$ cat src/rtl/ev_pkg.sv
// Shared definitions for the event-record packer: frame header byte,
// packer state encoding and the timestamp byte-count helper.
package ev_pkg;

    // First byte of every frame.
    localparam logic [7:0] FRAME_HDR = 8'hA5;

    // One state per frame field; IDLE is the only state that accepts a record.
    typedef enum logic [2:0] {
        IDLE,
        HDR,
        SEQ,
        ID,
        START,
        END,
        DELTA,
        CSUM
    } pack_state_e;

    // Number of bytes needed to carry a ts_w-bit timestamp field.
    function automatic int ts_bytes(input int ts_w);
        return (ts_w + 7) / 8;
    endfunction

endpackage

$ cat src/rtl/ev_rec_packer.sv
// Event-record packer: accepts one timing record (id, start, end, delta)
// and serialises it as a byte frame
//   A5, seq, id, start[TB], end[TB], delta[TB], xor-checksum
// with multi-byte fields sent MSB byte first.
module ev_rec_packer
    import ev_pkg::*;
#(
    parameter int ID_W = 3,
    parameter int TS_W = 8
) (
    input  logic            clk,
    input  logic            rst_n,
    input  logic            in_valid,
    output logic            in_ready,
    input  logic [ID_W-1:0] in_id,
    input  logic [TS_W-1:0] in_start_ts,
    input  logic [TS_W-1:0] in_end_ts,
    input  logic [TS_W-1:0] in_delta,
    output logic            m_valid,
    input  logic            m_ready,
    output logic [7:0]      m_data,
    output logic            m_last
);

    localparam int TB    = ts_bytes(TS_W);
    localparam int EXT_W = TB * 8;
    localparam int IDX_W = (TB > 1) ? $clog2(TB) : 1;
    localparam int NSLOT = 1 << IDX_W;
    localparam logic [IDX_W-1:0] LAST_IDX = IDX_W'(TB - 1);

    pack_state_e      state_reg, state_next;
    logic [IDX_W-1:0] byte_idx_reg, byte_idx_next;
    logic [7:0]       seq_reg, seq_next;
    logic [7:0]       csum_reg, csum_next;
    logic             in_ready_reg;

    logic [ID_W-1:0]  id_reg;
    logic [TS_W-1:0]  start_reg;
    logic [TS_W-1:0]  end_reg;
    logic [TS_W-1:0]  delta_reg;

    logic [EXT_W-1:0] start_ext;
    logic [EXT_W-1:0] end_ext;
    logic [EXT_W-1:0] delta_ext;

    logic [7:0]       start_byte [NSLOT];
    logic [7:0]       end_byte   [NSLOT];
    logic [7:0]       delta_byte [NSLOT];

    logic             in_fire;
    logic             m_fire;
    logic [7:0]       cur_byte;

    assign in_ready = in_ready_reg;
    assign in_fire  = in_valid & in_ready_reg;
    assign m_valid  = (state_reg != IDLE);
    assign m_fire   = m_valid & m_ready;
    assign m_last   = (state_reg == CSUM);
    assign m_data   = cur_byte;

    // Zero-extend captured timestamps to a whole number of bytes.
    assign start_ext = EXT_W'(start_reg);
    assign end_ext   = EXT_W'(end_reg);
    assign delta_ext = EXT_W'(delta_reg);

    // Byte slot k holds the k-th transmitted byte (MSB first); slots past TB
    // only exist to round the index range up to a power of two.
    for (genvar gi = 0; gi < NSLOT; gi++) begin : g_slot
        if (gi < TB) begin : g_used
            assign start_byte[gi] = start_ext[(TB-1-gi)*8 +: 8];
            assign end_byte[gi]   = end_ext[(TB-1-gi)*8 +: 8];
            assign delta_byte[gi] = delta_ext[(TB-1-gi)*8 +: 8];
        end else begin : g_pad
            assign start_byte[gi] = 8'h00;
            assign end_byte[gi]   = 8'h00;
            assign delta_byte[gi] = 8'h00;
        end
    end

    // State, byte index, sequence and checksum registers; in_ready is
    // registered so it never follows m_ready combinationally.
    always_ff @(posedge clk or negedge rst_n) begin
        if (!rst_n) begin
            state_reg    <= IDLE;
            byte_idx_reg <= '0;
            seq_reg      <= 8'h00;
            csum_reg     <= 8'h00;
            in_ready_reg <= 1'b0;
        end else begin
            state_reg    <= state_next;
            byte_idx_reg <= byte_idx_next;
            seq_reg      <= seq_next;
            csum_reg     <= csum_next;
            in_ready_reg <= (state_next == IDLE);
        end
    end

    // Capture the offered record on the input handshake.
    always_ff @(posedge clk or negedge rst_n) begin
        if (!rst_n) begin
            id_reg    <= '0;
            start_reg <= '0;
            end_reg   <= '0;
            delta_reg <= '0;
        end else if (in_fire) begin
            id_reg    <= in_id;
            start_reg <= in_start_ts;
            end_reg   <= in_end_ts;
            delta_reg <= in_delta;
        end
    end

    // Next-state logic and the byte presented in each state.
    always_comb begin
        state_next    = state_reg;
        byte_idx_next = byte_idx_reg;
        seq_next      = seq_reg;
        csum_next     = csum_reg;
        cur_byte      = 8'h00;

        case (state_reg)
            IDLE: begin
                if (in_fire) begin
                    state_next    = HDR;
                    byte_idx_next = '0;
                    csum_next     = 8'h00;
                end
            end
            HDR: begin
                cur_byte = FRAME_HDR;
                if (m_fire) state_next = SEQ;
            end
            SEQ: begin
                cur_byte = seq_reg;
                if (m_fire) state_next = ID;
            end
            ID: begin
                cur_byte = 8'(id_reg);
                if (m_fire) state_next = START;
            end
            START: begin
                cur_byte = start_byte[byte_idx_reg];
                if (m_fire) begin
                    if (byte_idx_reg == LAST_IDX) begin
                        byte_idx_next = '0;
                        state_next    = END;
                    end else begin
                        byte_idx_next = byte_idx_reg + 1'b1;
                    end
                end
            end
            END: begin
                cur_byte = end_byte[byte_idx_reg];
                if (m_fire) begin
                    if (byte_idx_reg == LAST_IDX) begin
                        byte_idx_next = '0;
                        state_next    = DELTA;
                    end else begin
                        byte_idx_next = byte_idx_reg + 1'b1;
                    end
                end
            end
            DELTA: begin
                cur_byte = delta_byte[byte_idx_reg];
                if (m_fire) begin
                    if (byte_idx_reg == LAST_IDX) begin
                        byte_idx_next = '0;
                        state_next    = CSUM;
                    end else begin
                        byte_idx_next = byte_idx_reg + 1'b1;
                    end
                end
            end
            CSUM: begin
                cur_byte = csum_reg;
                if (m_fire) begin
                    state_next = IDLE;
                    seq_next   = seq_reg + 8'h01;
                    csum_next  = 8'h00;
                end
            end
            default: begin
                state_next = IDLE;
            end
        endcase

        // Every byte before the checksum folds into the running XOR.
        if (m_fire && (state_reg != CSUM)) begin
            csum_next = csum_reg ^ cur_byte;
        end
    end

endmodule

$ cat config.mk
export PLATFORM = sky130hd
export DESIGN_NAME = ev_rec_packer
export DESIGN_NICKNAME = d
export VERILOG_FILES = /design/src/rtl/ev_pkg.sv /design/src/rtl/ev_rec_packer.sv
export SDC_FILE = /design/constraint.sdc
export NUM_CORES = 1
export LEC_CHECK = 0
export CORE_MARGIN = 5
export CORE_UTILIZATION = 52
export DETAILED_ROUTE_END_ITERATION = 8
export MAX_ROUTING_LAYER = met4
export PLACE_DENSITY = 0.91
export RECOVER_POWER = 25
export SETUP_SLACK_MARGIN = 0.2
export SKIP_CTS_REPAIR_TIMING = 1
export SYNTH_ARGS = -nofsm -noshare
export SYNTH_HDL_FRONTEND = slang
export SYNTH_SLANG_ARGS = --single-unit
export TNS_END_PERCENT = 20
$ cat constraint.sdc
create_clock -name clk -period 1.9 [get_ports clk]
set_input_delay 0.38 -clock clk [delete_from_list [all_inputs] [get_ports clk]]
set_output_delay 0.38 -clock clk [all_outputs]
set_load 0.1 [all_outputs]
==> metrics.md, run 1 <==
| Metric | Value |
|---|---|
| Slew Limit Fails | 0 |
| Dominant synthesized flop cell | dfrtp_1 |
| Final setup viols | 9 |
| Period utilisation layout | 1.124 |
| Detailed placement HPWL | ~3700 um |
| Root buffer cell | clkbuf_8 |
| Post-layout util | 0.7170 |
| Worst R2R Path Depth | 4 |
| Worst-margin pin slew | around 1200 ps |
| WS Path Type | reg -> out |
| Critical Path RT | 1520 ps |
| RD Place Congestion | 0.8970 |
| Chip Width | about 77 um |
| Met3 GRT Util | 0.05386 |
| I/O Buffers | between 40 and 50 |
| CTS HTree Levels | 2 |
| Seq/Total Area, Yosys | 0.5046 |
| DRT iter0 DRCs | 141 |
| Global-route wire length before repair | between 8000 and 9000 um |
| Slew HR | 0.2245 |
| Distinct cells, synth | 37 |
| Critical Path Start Type | flip-flop |
| Die H | just under 80 um |
| Final Hold Vio Count | 0 |
| Number of flops mapped to enable cells by yosys | 0 |
| Multi-input logic area | about 1100 sq um |
| Grt met1 use | 0.2354 |
| Ant. Diodes | 0 |
| Die Area | slightly below 6000 sq um |
| RSZ-0062 raised after global routing | true |
| CTS Buf Count | 5 |
| Commonest non-fill, non-tap cell in the layout | dfrtp_1 |
| Fillers | roughly 280 |
| Worst-Skew Late Latency | 300 ps |
| Sink Count | 47 |
| Core area | around 4400 sq um |
| Clock transition at path regs | about 90 ps |
| Mapped Area | about 2300 sq um |
| Largest cells by area after synthesis | dfrtp_1, mux2_2, mux2i_1 |
| Initial core utilization | 0.5353 |
| Via count of the first global-routing pass | 1721 |
| Critical Path Fanout Max | 20 |
| GRT Total Usage | 0.1818 |
| Initial antenna violation count | 0 |
| Pre-Repair DR Iteration Count | 4 |
| Drt via density | 5.653 |
| CTS tree | yes |
| Routed WL | between 5000 and 6000 um |
| Setup crit end kind | output pin |
| Slowest-stage cell, CP | dfrtp_1 |
| Clock Path Buffers | 2 |
| Skew final | approximately 3.7 ps |
| Drt wl/cell | 16.88 um |
| Synth-to-layout area growth | 33.92% |
| CP top delay family | flip-flops |
| Flip-flop and latch area | roughly 1200 sq um |
| # rows | 24 |
| Largest net degree at the start of global routing | 48 |
| ANT nets after route | 0 |
| Worst hold slack | around 390 ps |
| Setup slack after layout | -235.7 ps |
| Yosys warns | 0 |
| Met2 Use GR | 0.2767 |
| CP max stage delay | approximately 400 ps |
| Dpl cell area | about 3000 sq um |
| HP Class | in -> async |
| Total number of vias | 1696 |
| Layout Nets | 279 |
| Most frequent cells in the layout | dfrtp_1, nand2_1, clkdlybuf4s50_1 |
| Yosys reg bits | 47 |
| Fmax | about 0.47 GHz |
| Critical path arrival | 1760 ps |
| CP Cell Sequence | buf_12 -> mux2i_1 -> mux2i_1 -> a221o_2 -> buf_12 |
| Failing checks | setup timing |
| Global routing's busiest layer | met2 |
| Remaining DRCs | 0 |
| Bufs and invs on worst path | 2 |
| Fin crit period | 2136 ps |
| Area leader, netlist | dfrtp_1 |
| I/O pin count | 42 |
| Avg Synthesized Cell Area | roughly 12 sq um |
| Critical path depth | 5 |
| R2R setup slack | about 210 ps |
| Post-synthesis cell count | about 200 |
| Synthesized net count | approximately 230 |
| Final instance area | between 3000 and 4000 sq um |
| Yosys top cell area share | 0.5046 |
| Run status | finished with violations |
| GRT overflow | 0 |
| Max-cap viol count | 0 |
| Share of layout cells above drive strength 1 | 0.3589 |
| FFs w/ async S/R, synth | 1.000 |
## per-layer routing
metal,wire length (um),share of wire
met1,2135,0.42
met2,2496,0.49
met3,350,0.069
met4,82,0.016
met5,0,0
## kinds of logic after synthesis
| logic type | synth area share |
|---|---|
| and+or+nand+nor | 0.1267 |
| muxes | 0.2099 |
| xor gates and xnor gates | 0.03382 |
| DFF | 0.5046 |
| adders and majority gates | 0.005367 |
| AOI/OAI and AO/OA | 0.07461 |
| buffers and inverters | 0.04509 |
## cells in the mapped netlist (all sizes together) (2+ instances only)
cell type	number
dfrtp	47
nand2	29
mux2	28
mux2i	17
buf	10
o21ai	8
xnor2	8
a21oi	5
inv	5
a221o	4
nand2b	4
nor2	4
nor3b	4
a22oi	3
nand4	3
and3	2
nand3b	2
nor2b	2
o32ai	2
## area by class of cell
type	instances	share of cell area
multi-input cells	134	0.3615
well taps	52	0.02084
clock buffers	7	0.03086
flip-flops and latches	47	0.3780
repair buffers	54	0.2004
clock inverters	1	0.002405
inverters	5	0.006012
## stage by stage
stage               setup TNS [ps]  cells  setup slack, ps
floorplan                        0    196            23.97
global placement                 0    292            76.96
detailed placement               0    292            24.09
CTS                          -2420    300           -315.3
global route                 -2263    300           -340.4
finish                       -1554    300           -235.7
## path summary, 6_finish.rpt
| check | from | end |
|---|---|---|
| worst max-delay path | state_reg[0]$_DFF_PN0_ | m_data[2] |
| worst min-delay path | rst_n | delta_ext[7]$_DFFE_PN0P_ |
| worst max register to register | state_reg[2]$_DFF_PN0_ | state_reg[0]$_DFF_PN0_ |
| worst min register to register | seq_reg[7]$_DFFE_PN0P_ | seq_reg[7]$_DFFE_PN0P_ |
| max in group asynchronous | rst_n | state_reg[1]$_DFF_PN0_ |
| min in group clk | seq_reg[7]$_DFFE_PN0P_ | seq_reg[7]$_DFFE_PN0P_ |
Power of run 1 is not shown: default switching activity piles up to over one toggle a cycle in this logic, so the estimate is an artifact.
==> run 2, diff against run 1 <==
--- a/config.mk
+++ b/config.mk
@@ -7,6 +7,7 @@
 export LEC_CHECK = 0
 export CORE_MARGIN = 5
 export CORE_UTILIZATION = 52
+export CTS_CLUSTER_SIZE = 14
 export DETAILED_ROUTE_END_ITERATION = 8
 export MAX_ROUTING_LAYER = met4
 export PLACE_DENSITY = 0.91
@@ -16,4 +17,3 @@
 export SYNTH_ARGS = -nofsm -noshare
 export SYNTH_HDL_FRONTEND = slang
 export SYNTH_SLANG_ARGS = --single-unit
-export TNS_END_PERCENT = 20
==> run 2 against run 1 <==
Compared with the run above:
- the flow still finishes with violations (setup timing)
- via count rose by 0.35%
- non-clock buffer count rose by 5
- core utilization rose by 2.1 points
- critical endpoint is now m_data[3]
==> metrics.md, run 2 (synthesized netlist as in run 1, its figures left out) <==
| Metric | Value |
|---|---|
| Commonest non-fill, non-tap cell in the layout | dfrtp_1 (unchanged) |
| I/O Buffers | 41 (unchanged) |
| Synth-to-layout area growth | 37.79% (was 33.92%) |
| Most frequent cells in the layout | dfrtp_1, nand2_1, clkdlybuf4s50_1 (unchanged) |
| RSZ-0062 raised after global routing | true (unchanged) |
| Clock Path Buffers | 2 (unchanged) |
| HP Class | in -> async (unchanged) |
| Ant. Diodes | 0 (unchanged) |
| Detailed placement HPWL | 4074 um (was 3666 um) |
| Final Hold Vio Count | 0 (unchanged) |
| Worst-margin pin slew | 1208 ps (was 1163 ps) |
| Pre-Repair DR Iteration Count | 4 (unchanged) |
| Share of layout cells above drive strength 1 | 0.3730 (was 0.3589) |
| Die Area | 5921 sq um (unchanged) |
| Global-route wire length before repair | 8838 um (was 8376 um) |
| Flip-flop and latch area | 1180 sq um (unchanged) |
| Clock transition at path regs | 80 ps (was 90 ps) |
| Largest net degree at the start of global routing | 27 (was 48) |
| ANT nets after route | 0 (unchanged) |
| # rows | 24 (unchanged) |
| R2R setup slack | 200 ps (was 210 ps) |
| Critical Path Start Type | flip-flop (unchanged) |
| Initial antenna violation count | 0 (unchanged) |
| Critical Path Fanout Max | 11 (was 20) |
| Skew final | 6.758 ps (was 3.691 ps) |
| Pre-CTS WS | -20.34 ps (was 24.09 ps) |
| Critical path arrival | 1830 ps (was 1760 ps) |
| Layout Nets | 284 (was 279) |
| Most used cell, CP | buf_4 |
| Routed WL | 5577 um (was 5064 um) |
| Initial core utilization | 0.5353 (unchanged) |
| Worst-Skew Late Latency | 300 ps (about the same) |
| WS Path Type | reg -> out (unchanged) |
| Failing checks | setup timing (unchanged) |
| DRT iter0 DRCs | 142 (was 141) |
| Core area | 4354 sq um (unchanged) |
| GRT overflow | 0 (unchanged) |
| Slowest-stage cell, CP | dfrtp_2 (was dfrtp_1) |
| Max-cap viol count | 0 (unchanged) |
| Critical Path RT | 1520 ps (about the same) |
| Worst R2R Path Depth | 6 (was 4) |
| Multi-input logic area | 1219 sq um (was 1129 sq um) |
| Chip Width | 76.95 um (unchanged) |
| RD Place Congestion | 0.8857 (was 0.8970) |
| Fin crit period | 2206 ps (was 2136 ps) |
| Period utilisation layout | 1.161 (was 1.124) |
| Sink Count | 47 (unchanged) |
| CP Cell Sequence | buf_8 -> buf_4 -> buf_4 -> nor3b_4 -> a21oi_4 -> o21ai_4 -> buf_12 (was buf_12 -> mux2i_1 -> mux2i_1 -> a221o_2 -> buf_12) |
| I/O pin count | 42 (unchanged) |
| Worst R2R Start | state_reg[0]$_DFF_PN0_ (was state_reg[2]$_DFF_PN0_) |
| Final setup viols | 8 (was 9) |
| Worst hold slack | 304.6 ps (was 389.3 ps) |
| Via count of the first global-routing pass | 1748 (was 1721) |
| Remaining DRCs | 0 (unchanged) |
| Drt wl/cell | 18.35 um (was 16.88 um) |
| CTS tree | yes (unchanged) |
| Slew HR | 0.1946 (was 0.2245) |
| Fmax | 0.4534 GHz (was 0.4682 GHz) |
| Dpl cell area | 3024 sq um (was 2982 sq um) |
| Slew Limit Fails | 0 (unchanged) |
| Run status | finished with violations (unchanged) |
| Setup crit end kind | output pin (unchanged) |
| Total number of vias | 1702 (was 1696) |
| Drt via density | 5.599 (was 5.653) |
| Reg2reg end | csum_reg[1]$_DFFE_PN0P_ (was state_reg[0]$_DFF_PN0_) |
| Final instance area | 3212 sq um (was 3122 sq um) |
| GRT Total Usage | 0.1951 (was 0.1818) |
| Die H | 76.95 um (unchanged) |
| Setup slack after layout | -305.7 ps (was -235.7 ps) |
| CTS HTree Levels | 2 (unchanged) |
| CP max stage delay | 450 ps (was 400 ps) |
| Fillers | 294 (was 276) |
| CTS Buf Count | 5 (unchanged) |
| Root buffer cell | clkbuf_8 (unchanged) |
run 2: changes by cell type in the layout (fill, tap and decap cells not counted), moves of 2 or more:
| cell | delta |
|---|---|
| clkbuf_8 | -2 |
| a221o_4 | +4 |
| mux2i_1 | -3 |
| a221o_2 | -4 |
| buf_4 | +6 |
| mux2i_2 | +3 |
| clkbuf_1 | +3 |
run 2: area by class of cell:
| type | count | share of cell area |
|---|---|---|
| well taps | 52 | 0.02026 |
| clock buffers | 7 | 0.02376 |
| multi-input cells | 134 | 0.3794 |
| flip-flops and latches | 47 | 0.3674 |
| inverters | 5 | 0.005843 |
| repair buffers | 59 | 0.2034 |
run 2: metrics by stage:
step | std cells | TNS (ps) | util
after detailed placement | 293 | -37.08 | 0.6945
after CTS | 300 | -2347 | 0.7121
after global placement | 293 | 0 | 0.6945
after global routing | 304 | -2726 | 0.7376
final | 304 | -1981 | 0.7376
after floorplan | 196 | 0 | -
run 2: worst max path at each step:
stage | start | to | slack, ps | depth (start not counted)
floorplan | state_reg[1]$_DFF_PN0_ | csum_reg[4]$_DFFE_PN0P_ | 20 | 7
global placement | state_reg[0]$_DFF_PN0_ | m_data[6] | 40 | 5
detailed placement | m_ready | csum_reg[7]$_DFFE_PN0P_ | -20 | 6
CTS | state_reg[0]$_DFF_PN0_ | m_data[7] | -340 | 5
global route | state_reg[0]$_DFF_PN0_ | m_data[5] | -370 | 5
finish | state_reg[0]$_DFF_PN0_ | m_data[3] | -310 | 7
run 2: critical path, delay by kind of cell (launching register included):
kind,cells,cell delay [ps]
AOI/OAI and AO/OA,2,230
and+or+nand+nor,1,220
DFF,1,450
buffers and inverters,4,620
run 2: per-layer routing:
| layer | vias to the layer above | share of wire | global-route usage |
|---|---|---|---|
| met5 | - | 0 | - |
| met4 | 0 | 0.011 | 0.07867 |
| met3 | 5 | 0.049 | 0.04567 |
| met1 | 857 | 0.42 | 0.2381 |
| li1 | 799 | - | - |
| met2 | 41 | 0.52 | 0.3115 |
Power of run 2 is left out for the same reason.
